File: src/rtl/coklu_bitlik_seri_toplayici_pkg.sv
// Shared types and constants for the digit-serial adder/subtractor.
package coklu_bitlik_seri_toplayici_pkg;

  typedef enum logic [1:0] {
    BOS   = 2'd0,
    TOPLA = 2'd1,
    SONUC = 2'd2
  } durum_t;

  localparam logic TOPLA_MOD = 1'b0;
  localparam logic CIKAR_MOD = 1'b1;

  function automatic int clog2(input int n);
    int w;
    w = 0;
    while ((1 << w) < n) begin
      w = w + 1;
    end
    return w;
  endfunction

endpackage

File: src/rtl/coklu_bitlik_seri_toplayici_fulladder_zincir.sv
// DIGIT-bit combinational ripple chain of one-bit full adders; co_msb_in is
// the carry entering the top bit, used for signed-overflow detection.
module fulladder_zincir #(
  parameter int DIGIT = 1
) (
  input  logic [DIGIT-1:0] a,
  input  logic [DIGIT-1:0] b,
  input  logic             ci,
  output logic [DIGIT-1:0] s,
  output logic             co,
  output logic             co_msb_in
);

  logic [DIGIT:0] c_s;

  assign c_s[0] = ci;

  for (genvar i = 0; i < DIGIT; i++) begin : g_fa
    assign s[i]     = a[i] ^ b[i] ^ c_s[i];
    assign c_s[i+1] = (a[i] & b[i]) | (c_s[i] & (a[i] ^ b[i]));
  end

  assign co        = c_s[DIGIT];
  assign co_msb_in = c_s[DIGIT-1];

endmodule

File: src/rtl/coklu_bitlik_seri_toplayici.sv
// Digit-serial WIDTH-bit adder/subtractor, DIGIT bits per clock, start/ready/valid framed.
// Optional Tasma (signed overflow) output is enabled by defining SERI_TOPLAYICI_TASMA_EN.
module coklu_bitlik_seri_toplayici
  import coklu_bitlik_seri_toplayici_pkg::*;
#(
  parameter int WIDTH = 8,
  parameter int DIGIT = 1
) (
  input  logic             clk,
  input  logic             rst,
  input  logic             Basla,
  input  logic             Cikar,
  input  logic [WIDTH-1:0] A,
  input  logic [WIDTH-1:0] B,
  output logic             Hazir,
  output logic             Gecerli,
  output logic [WIDTH:0]   Cikis
`ifdef SERI_TOPLAYICI_TASMA_EN
  ,
  output logic             Tasma
`endif
);

  localparam int N  = WIDTH / DIGIT;
  localparam int CW = (clog2(N) < 1) ? 1 : clog2(N);

  durum_t           state_q, state_d;
  logic [CW-1:0]    cnt_q, cnt_d;
  logic [WIDTH-1:0] a_q, a_d;
  logic [WIDTH-1:0] b_q, b_d;
  logic [WIDTH-1:0] sum_q, sum_d;
  logic             carry_q, carry_d;
  logic [WIDTH:0]   cikis_q, cikis_d;

  logic [DIGIT-1:0] fa_s;
  logic             fa_co;
  logic             fa_co_msb_in;
  logic [WIDTH-1:0] sum_shift_s;

  fulladder_zincir #(.DIGIT(DIGIT)) u_zincir (
    .a         (a_q[DIGIT-1:0]),
    .b         (b_q[DIGIT-1:0]),
    .ci        (carry_q),
    .s         (fa_s),
    .co        (fa_co),
    .co_msb_in (fa_co_msb_in)
  );

  // New sum digit enters from the top so after N digits the LSB digit sits at bit 0.
  assign sum_shift_s = (sum_q >> DIGIT) | (WIDTH'(fa_s) << (WIDTH - DIGIT));

`ifdef SERI_TOPLAYICI_TASMA_EN
  logic tasma_q, tasma_d;
`else
  logic tasma_unused_s;
  assign tasma_unused_s = fa_co_msb_in;
`endif

  // Next-state and datapath update for the BOS/TOPLA/SONUC sequencer.
  always_comb begin
    state_d = state_q;
    cnt_d   = cnt_q;
    a_d     = a_q;
    b_d     = b_q;
    sum_d   = sum_q;
    carry_d = carry_q;
    cikis_d = cikis_q;
`ifdef SERI_TOPLAYICI_TASMA_EN
    tasma_d = tasma_q;
`endif
    case (state_q)
      BOS: begin
        if (Basla) begin
          a_d     = A;
          b_d     = (Cikar == CIKAR_MOD) ? ~B : B;
          carry_d = (Cikar == TOPLA_MOD) ? 1'b0 : 1'b1;
          cnt_d   = '0;
          state_d = TOPLA;
        end else begin
          state_d = BOS;
        end
      end
      TOPLA: begin
        a_d     = a_q >> DIGIT;
        b_d     = b_q >> DIGIT;
        sum_d   = sum_shift_s;
        carry_d = fa_co;
        if (cnt_q == CW'(N - 1)) begin
          cikis_d = {fa_co, sum_shift_s};
`ifdef SERI_TOPLAYICI_TASMA_EN
          tasma_d = fa_co ^ fa_co_msb_in;
`endif
          state_d = SONUC;
        end else begin
          cnt_d = cnt_q + CW'(1);
        end
      end
      SONUC: begin
        state_d = BOS;
      end
      default: begin
        state_d = BOS;
      end
    endcase
  end

  // State and datapath registers.
  always_ff @(posedge clk or posedge rst) begin
    if (rst) begin
      state_q <= BOS;
      cnt_q   <= '0;
      a_q     <= '0;
      b_q     <= '0;
      sum_q   <= '0;
      carry_q <= 1'b0;
      cikis_q <= '0;
`ifdef SERI_TOPLAYICI_TASMA_EN
      tasma_q <= 1'b0;
`endif
    end else begin
      state_q <= state_d;
      cnt_q   <= cnt_d;
      a_q     <= a_d;
      b_q     <= b_d;
      sum_q   <= sum_d;
      carry_q <= carry_d;
      cikis_q <= cikis_d;
`ifdef SERI_TOPLAYICI_TASMA_EN
      tasma_q <= tasma_d;
`endif
    end
  end

  assign Hazir   = (state_q == BOS);
  assign Gecerli = (state_q == SONUC);
  assign Cikis   = cikis_q;
`ifdef SERI_TOPLAYICI_TASMA_EN
  assign Tasma   = tasma_q;
`endif

endmodule

File: config.mk
export PLATFORM = sky130hd
export DESIGN_NAME = coklu_bitlik_seri_toplayici
export DESIGN_NICKNAME = d
export VERILOG_FILES = /design/src/rtl/coklu_bitlik_seri_toplayici_pkg.sv /design/src/rtl/coklu_bitlik_seri_toplayici_fulladder_zincir.sv /design/src/rtl/coklu_bitlik_seri_toplayici.sv
export SDC_FILE = /design/constraint.sdc
export NUM_CORES = 1
export LEC_CHECK = 0
export ABC_AREA = 1
export CAP_MARGIN = 30
export CORE_UTILIZATION = 57
export CTS_CLUSTER_DIAMETER = 60
export DETAILED_ROUTE_END_ITERATION = 7
export PLACE_DENSITY = 0.84
export REMOVE_ABC_BUFFERS = 1
export SLEW_MARGIN = 10
export SYNTH_ARGS = -nofsm -noshare
export SYNTH_HDL_FRONTEND = slang
export SYNTH_HIERARCHICAL = 1
export SYNTH_SLANG_ARGS = --single-unit
File: constraint.sdc
create_clock -name clk -period 3 [get_ports clk]
set_input_delay 0.6 -clock clk [delete_from_list [all_inputs] [get_ports clk]]
set_output_delay 0.6 -clock clk [all_outputs]
set_load 0.01 [all_outputs]
==> qor.yml, run 1 <==
worst_setup_path:
  cpPeakStageDelay_ns: 0.61
  cp_slowest_cell: "dfrtp_1"
  path_class: "reg -> out"
  path_cells: "nor2_1, clkdlybuf4s50_1"
  crit_path_start_kind: "register"
  crit_cells: 2
  crit_family: "flip-flops"
  r2r_setup_slack_ns: 1.25
  r2r-end: "a_q[2]$_DFFE_PP0P_"
  crit_fanout: 17
  r2r_cells: 5
  arrival_ns: 1.80
  path_buf_inv: 1
  r2r_start: "state_q[0]$_DFFE_PP0P_"
  worst_setup_path_end_kind: "output port"
  cp_data_required_time_ns: 2.40
synth:
  synth_area_um2: 1900
  syn_inst: 235
  synth_area_per_cell_um2: 8.10
  ys_warn_count: 6
clocking:
  clockBufferDepth: 2
  clkTransAtPathRegs_ns: 0.12
  cts_hold_buf: 0
  numCtsBuffers: 5
  htree_num_levels: 2
  cts_sinks: 38
  clockRootBuffer: "clkbuf_4"
  cts_resized: 0
  insertion_delay_ns: 0.35
  post-cts-setup-buffer-count: 0
  cts_tree: "yes"
final_layout:
  diodes: 0
  multi_input_area_um2: 768
  area_delta_synth_final_pct: 21.4
  register_area_um2: 951
  final_common_cell: "nand2_1"
  layout_common_cells: "nand2_1, nand3_1, dfrtp_1"
  drive_above_1_share_pct: 8.68
  nets: 287
  fillers: 239
grt:
  track_usage_pct: 21.4
  grt_pass1_vias: 1391
  grt_max_degree: 39
  grt_overflow: 0
  grt_antenna_before_repair: 0
  grt_pass1_wl_um: 5640
pwr:
  ir_worst_vdd_uv: 557
  pwr_density_cell_nw_per_um2: 931
  p_leak_nw: 1.20
floorplan:
  die_h_um: 59.8
  initial_utilization_pct: 61.4
  die_w_um: 59.8
  dieArea_um2: 3580
  core-area_um2: 3100
  num_rows: 20
  pin_count: 31
sta:
  finalMaxSlewViolations: 0
  clock.fmax_mhz: 417
  rsz0062_at_grt: "false"
  setup_viol: 0
  fin_setup_tns_ns: 0
  fin_worst_hold_slack_ns: 0.482
  period_needed_ns: 2.40
  fin_ws_ns: 0.602
  finClkSkew_ns: 0.0108
  hold_violations: 0
  fin_crit_sh_pct: 79.9
  worstMarginPinSlew_ns: 0.574
  slew_headroom_pct: 61.8
job:
  cap_viol_max_count: 0
place:
  place_ws_ns: 0.997
  gp_congestion: 0.788
  hpwl_um: 2300
  portBuffers: 30
routing:
  routedWlPerCell_um: 10.8
  drc: 0
  dr_total_vias: 1567
  antenna_left: 0
  drt_iter0_markers: 81
  first_pass_iters: 4
  routed_wl_um: 3340
  viasPerCell: 5.07
worst_hold_path:
  hold_path_class: "reg -> reg"
  hp-start: "sum_q[1]$_DFFE_PP0P_"
  whs_endpoint: "Cikis[0]$_DFFE_PP0P_"
  min_path_cells: 2
status:
  status: "finished, final reports clean"
[where the power goes]
part / switching (mW) / internal [mW]
Combinational: 0.474 / 0.372
Sequential: 0.137 / 0.732
Clock: 0.176 / 0.261
[cell type report]
| cell class | instances | area share [%] |
|---|---|---|
| multi-input combinational | 157 | 33.2 |
| timing repair buffer | 32 | 13.6 |
| clock buffer | 5 | 1.62 |
| inverter | 30 | 4.98 |
| tap | 44 | 2.38 |
| sequential | 38 | 41.1 |
| clock inverter | 3 | 2.98 |
[worst register-to-register path, stage by stage, from the launching register on]
cell and delay [ns]:
dfrtp_1 0.73, nand2_2 0.42, buf_4 0.33, nand2_1 0.08, nand3_1 0.08, nand2_1 0.08
[worst max path at each step]
stage / start / endpoint
after floorplan: state_q[0]$_DFFE_PP0P_ / a_q[1]$_DFFE_PP0P_
after global placement: state_q[0]$_DFFE_PP0P_ / Hazir
after detailed placement: state_q[0]$_DFFE_PP0P_ / Hazir
after CTS: state_q[0]$_DFFE_PP0P_ / Hazir
after global routing: state_q[0]$_DFFE_PP0P_ / Hazir
final: state_q[0]$_DFFE_PP0P_ / Hazir
[sequential cells by signal, summed over array words and instances (netlist names)]
signal,flops
Cikis,9
a_q,8
b_q,8
carry_q,1
cnt_q,3
state_q,2
sum_q,7
[routing by layer]
metal | GRT usage (%) | up-vias | share of wire (%)
li1 | - | 796 | -
met1 | 26.2 | 726 | 45
met2 | 35.2 | 41 | 49
met3 | 7.14 | 4 | 5.2
met4 | 7.64 | 0 | 0.96
met5 | 0 | - | 0
[stage by stage]
step | std cells | utilization, % | power [mW] | cell area, um^2
floorplan | 225 | - | 1.43 | 1830
global placement | 301 | 71.0 | 1.70 | 2200
detailed placement | 301 | 71.0 | 1.73 | 2200
CTS | 309 | 74.5 | 2.17 | 2310
global route | 309 | 74.5 | 2.33 | 2310
finish | 309 | 74.5 | 2.15 | 2310
(Power assumes the default switching activity.)
==> inputs of run 2 (changes only) <==
CORE_UTILIZATION = 53   (was 57)
PLACE_DENSITY = 0.79   (was 0.84)
clock period = 2.4 ns   (was 3 ns; I/O delays follow)
==> run 2 against run 1 <==
Register-to-register slack got worse by 0.44 ns; die area grew 7.3%; critical path depth stayed put; largest cell class unchanged; non-clock buffer count grew 1; critical path type unchanged; flip-flop and latch count stayed put; setup slack got worse by 0.40 ns; highest routed layer unchanged; power rose by 27%; largest power group unchanged; clock skew down 0.0010 ns.
==> qor.yml, run 2 (synthesized netlist as in run 1, its figures left out) <==
sta:
  fin_setup_tns_ns: 0  # unchanged
  rsz0062_at_grt: "false"
  period_needed_ns: 2.20
  worstMarginPinSlew_ns: 0.463  # -0.110 ns
  fin_crit_sh_pct: 91.6
  finalMaxSlewViolations: 0  # unchanged
  slew_headroom_pct: 69.1  # +7.3 points
  hold_violations: 0  # unchanged
  fin_worst_hold_slack_ns: 0.487  # +0.00496 ns
  setup_viol: 0  # unchanged
  finClkSkew_ns: 0.00981  # -0.00103 ns
  clock.fmax_mhz: 455
pwr:
  seqPwrFrac_pct: 39.6  # -0.8 points
  ir_worst_vdd_uv: 518  # -7.0%
  pwr_density_cell_nw_per_um2: 1170  # +26%
  switching_share_pct: 36.4  # -0.22 points
  p_switching_mw: 0.994  # +26%
  internal-power_mw: 1.74  # +27%
  combPwrFrac_pct: 39.5  # +0.2 points
  p_leak_nw: 1.21  # +0.62%
  clkPwrFrac_pct: 21.0  # +0.7 points
worst_hold_path:
  hold_path_class: "reg -> reg"
  min_path_cells: 2  # unchanged
clocking:
  cts_hold_buf: 0  # unchanged
  clockRootBuffer: "clkbuf_4"
  numCtsBuffers: 5  # unchanged
  insertion_delay_ns: 0.36  # about the same
  htree_num_levels: 2  # unchanged
  clockBufferDepth: 2  # unchanged
  cts_sinks: 38  # unchanged
  post-cts-setup-buffer-count: 0  # unchanged
  cts_tree: "yes"
  cts_resized: 0  # unchanged
  clkTransAtPathRegs_ns: 0.11  # about the same
status:
  status: "finished, final reports clean"
worst_setup_path:
  worst_setup_path_end_kind: "output port"
  r2r-end: "b_q[4]$_DFFE_PP0P_"
  endpoint: "Hazir"
  crit_path_start_kind: "register"
  cp_data_required_time_ns: 1.92  # -0.48 ns
  r2r_cells: 6  # +1
  r2r_start: "state_q[1]$_DFFE_PP0P_"
  r2r_setup_slack_ns: 0.81  # -0.44 ns
  crit_fanout: 10  # -7
  startpoint: "state_q[0]$_DFFE_PP0P_"
  arrival_ns: 1.72  # -0.08 ns
  path_class: "reg -> out"
floorplan:
  die_h_um: 61.9  # +3.6%
  dieArea_um2: 3840  # +7.3%
  pin_count: 31  # unchanged
  die_w_um: 61.9  # +3.6%
  num_rows: 21  # +5.0%
  core-area_um2: 3390  # +9.2%
  initial_utilization_pct: 56.2  # -5.2 points
grt:
  grt_overflow: 0  # unchanged
  grt_pass1_wl_um: 5660  # +0.35%
  grt_pass1_vias: 1250  # -10%
  track_usage_pct: 21.1  # -0.35 points
  grt_max_degree: 39  # unchanged
  grt_antenna_before_repair: 0  # unchanged
routing:
  routed_wl_um: 3440  # +3.0%
  dr_total_vias: 1528  # -2.5%
  first_pass_iters: 4  # unchanged
  drt_iter0_markers: 90  # +11%
  drc: 0  # unchanged
  antenna_left: 0  # unchanged
  viasPerCell: 4.90  # -3.4%
  routedWlPerCell_um: 11.0  # +2.0%
final_layout:
  drive_above_1_share_pct: 9.02  # +0.34 points
  register_area_um2: 951  # unchanged
  area_delta_synth_final_pct: 22.1
  nets: 288  # +0.35%
  diodes: 0  # unchanged
  final_common_cell: "nand2_1"
  layout_common_cells: "nand2_1, nand3_1, dfrtp_1"
  stdcell_count: 312  # +0.97%
  fillers: 299  # +25%
  multi_input_area_um2: 768  # unchanged
  largest_reg_flops: 9  # unchanged
place:
  hpwl_um: 2340  # +1.7%
  portBuffers: 30  # unchanged
  gp_congestion: 0.755  # -4.3%
  dp.cells: 304  # +1.0%
job:
  cap_viol_max_count: 0  # unchanged
==> run 2: final cells by class <==
type | count | share of cell area, %
clock buffers | 6 | 2.21
inverters | 30 | 4.95
well taps | 46 | 2.47
clock inverters | 2 | 2.58
multi-input cells | 157 | 33.0
flip-flops and latches | 38 | 40.9
repair buffers | 33 | 13.9
==> run 2: layer usage <==
layer,vias up,track usage (%),wire (um),part of all wire (%)
met4,0,10.2,72,2.1
met2,36,30.2,1530,44
met5,-,0,0,0
li1,799,-,-,-
met3,10,4.97,139,4.0
met1,683,29.9,1700,49
==> run 2: worst max-delay path: stages (launching register included) <==
cell,delay (ns)
dfrtp_1,0.55
nor2_1,0.25
clkdlybuf4s50_1,0.57
==> run 2: how the worst min path moves through the flow <==
stage / startpoint / endpoint / slack [ns]
after floorplan: sum_q[1]$_DFFE_PP0P_ / Cikis[0]$_DFFE_PP0P_ / 0.44
after global placement: Cikis[0]$_DFFE_PP0P_ / Cikis[0]$_DFFE_PP0P_ / 0.46
after detailed placement: Cikis[8]$_DFFE_PP0P_ / Cikis[8]$_DFFE_PP0P_ / 0.46
after CTS: Cikis[8]$_DFFE_PP0P_ / Cikis[8]$_DFFE_PP0P_ / 0.49
after global routing: Cikis[8]$_DFFE_PP0P_ / Cikis[8]$_DFFE_PP0P_ / 0.52
final: Cikis[8]$_DFFE_PP0P_ / Cikis[8]$_DFFE_PP0P_ / 0.49
==> run 2: metrics by stage <==
| step | utilization [%] | power, mW | worst slack, ns | area, um^2 |
|---|---|---|---|---|
| final | 68.6 | 2.73 | 0.201 | 2330 |
| after global routing | 68.6 | 2.97 | 0.160 | 2330 |
| after global placement | 65.3 | 2.13 | 0.598 | 2210 |
| after CTS | 68.6 | 2.75 | 0.198 | 2330 |
| after detailed placement | 65.3 | 2.18 | 0.577 | 2210 |
| after floorplan | - | 1.79 | 0.914 | 1830 |
==> run 2: power by group through the flow <==
stage	combinational, mW	sequential, mW	clock (mW)
floorplan	0.693	1.10	0
global placement	1.05	1.09	0
detailed placement	1.09	1.09	0
CTS	1.09	1.08	0.579
global route	1.25	1.12	0.603
finish	1.08	1.08	0.573
==> inputs of run 3 (changes only) <==
CORE_ASPECT_RATIO = 1.75   (was default)
==> run 3 against run 2 <==
Design area up 1.3%; wire length grew 13%; cell count shrank 0.32%; clock power up 17%; critical path depth unchanged; combinational power about the same; non-clock buffer count unchanged; die area rose by 0.25%; clock skew decreased by 0.0079 ns; critical path type unchanged.
==> qor.yml, run 3 (synthesized netlist as in run 1, its figures left out) <==
worst_setup_path:
  cp_data_required_time_ns: 1.92  # about the same
  cp_slowest_cell: "clkdlybuf4s50_1"
  crit_family: "buffers and inverters"
  cpPeakStageDelay_ns: 0.59  # +0.02 ns
  worst_setup_path_end_kind: "output port"
  crit_fanout: 9  # -1
  path_class: "reg -> out"
  arrival_ns: 1.65  # -0.07 ns
  crit_path_start_kind: "register"
  path_buf_inv: 1  # unchanged
  path_cells: "nor2_1, clkdlybuf4s50_1"
routing:
  dr_total_vias: 1587  # +3.9%
  routed_wl_um: 3870  # +13%
  viasPerCell: 5.10  # +4.2%
  first_pass_iters: 4  # unchanged
  m1WireLength_um: 1610  # -5.2%
  highest_layer: "met4"
  dr_wl_met2_um: 2080  # +36%
  wl_met3_um: 106  # -24%
  drc: 0  # unchanged
  antenna_left: 0  # unchanged
  drt_iter0_markers: 38  # -58%
  routedWlPerCell_um: 12.5  # +13%
sta:
  finClkSkew_ns: 0.00188  # -0.00793 ns
  setup_viol: 0  # unchanged
  slew_headroom_pct: 68.2  # -0.94 points
  fin_crit_sh_pct: 89.0  # -2.7 points
  worstMarginPinSlew_ns: 0.477  # +0.0141 ns
  period_needed_ns: 2.13  # -0.0646 ns
  fin_worst_hold_slack_ns: 0.485  # -0.00196 ns
  finalMaxSlewViolations: 0  # unchanged
  rsz0062_at_grt: "false"
  fin_setup_tns_ns: 0  # unchanged
  hold_violations: 0  # unchanged
  clock.fmax_mhz: 468  # +3.0%
floorplan:
  core-area_um2: 3400  # +0.26%
  initial_utilization_pct: 56.0  # -0.14 points
  die_w_um: 47.3  # -24%
  pin_count: 31  # unchanged
  die_h_um: 81.3  # +31%
  dieArea_um2: 3850  # +0.25%
  num_rows: 28  # +33%
clocking:
  post-cts-setup-buffer-count: 0  # unchanged
  insertion_delay_ns: 0.29  # -0.07 ns
  cts_tree: "yes"
  cts_sinks: 38  # unchanged
  cts_hold_buf: 0  # unchanged
  cts_resized: 0  # unchanged
  clkTransAtPathRegs_ns: 0.07  # -0.04 ns
  clockRootBuffer: "clkbuf_8"
  clockBufferDepth: 2  # unchanged
  htree_num_levels: 2  # unchanged
  numCtsBuffers: 5  # unchanged
job:
  cap_viol_max_count: 0  # unchanged
final_layout:
  area_delta_synth_final_pct: 23.7
  diodes: 0  # unchanged
  drive_above_1_share_pct: 9.02  # unchanged
  final_common_cell: "nand2_1"
  largest_reg_flops: 9  # unchanged
  layout_common_cells: "nand2_1, nand3_1, dfrtp_1"
  nets: 288  # unchanged
grt:
  grt_pass1_vias: 1489  # +19%
  track_usage_pct: 24.2  # +3.1 points
  grt_max_degree: 39  # unchanged
  grt_antenna_before_repair: 0  # unchanged
  grt_overflow: 0  # unchanged
  grt_pass1_wl_um: 6540  # +15%
pwr:
  p_leak_nw: 1.22  # +1.1%
  ir_worst_vdd_uv: 980  # +89%
  pwr_density_cell_nw_per_um2: 1210  # +3.0%
place:
  gp_congestion: 0.809  # +7.1%
  portBuffers: 30  # unchanged
  hpwl_um: 2620  # +12%
status:
  status: "finished, final reports clean"
worst_hold_path:
  hold_path_class: "reg -> reg"
-- run 3: final cells by class --
| class | instances | area, um^2 |
|---|---|---|
| Sequential cell | 38 | 951 |
| Inverter | 30 | 115 |
| Clock inverter | 2 | 60.1 |
| Clock buffer | 6 | 82.6 |
| Multi-Input combinational cell | 157 | 768 |
| Timing Repair Buffer | 33 | 323 |
| Tap cell | 45 | 56.3 |
| Fill cell | 297 | 1040 |
-- run 3: path summary, 6_finish.rpt --
path                                   endpoint  cells past startpoint              startpoint  slack (ns)
setup / recovery                          Hazir                      2  state_q[0]$_DFFE_PP0P_        0.27
hold / removal             cnt_q[1]$_DFFE_PP0P_                      2    cnt_q[1]$_DFFE_PP0P_        0.49
setup reg to reg             b_q[1]$_DFFE_PP0P_                      6  state_q[0]$_DFFE_PP0P_        0.71
hold reg to reg            cnt_q[1]$_DFFE_PP0P_                      2    cnt_q[1]$_DFFE_PP0P_        0.49
max in group asynchronous  Cikis[1]$_DFFE_PP0P_                      3                     rst        1.47
min in group asynchronous  Cikis[5]$_DFFE_PP0P_                      3                     rst        0.60
-- run 3: report_power, final --
part	internal (mW)	switching [mW]	leakage, nW
Combinational	0.470	0.626	0.668
Clock	0.443	0.227	0.0714
Sequential	0.918	0.166	0.482
Total	1.83	1.02	1.22
-- run 3: layer usage --
layer,up-vias,GRT usage [%]
met5,-,0
met1,744,27.2
met2,36,41.9
met4,0,9.43
li1,800,-
met3,7,5.56
-- run 3: worst reg2reg max path, stage by stage, from the launching register on --
cell     delay, ns
dfrtp_1       0.49
buf_4         0.23
nand2_2       0.24
buf_4         0.33
nand3_1       0.14
nand2_1       0.08
nand2_1       0.07
-- run 3: stage by stage --
stage / utilization, % / cell area [um^2] / power, mW / cells / setup WS [ns]
6_report: 69.3 / 2360 / 2.85 / 311 / 0.265
5_1_grt: 69.3 / 2360 / 3.08 / 311 / 0.227
4_1_cts: 69.3 / 2360 / 2.87 / 311 / 0.283
3_5_place_dp: 65.1 / 2210 / 2.19 / 303 / 0.538
3_3_place_gp: 65.1 / 2210 / 2.15 / 303 / 0.602
2_1_floorplan: - / 1830 / 1.79 / 225 / 0.914
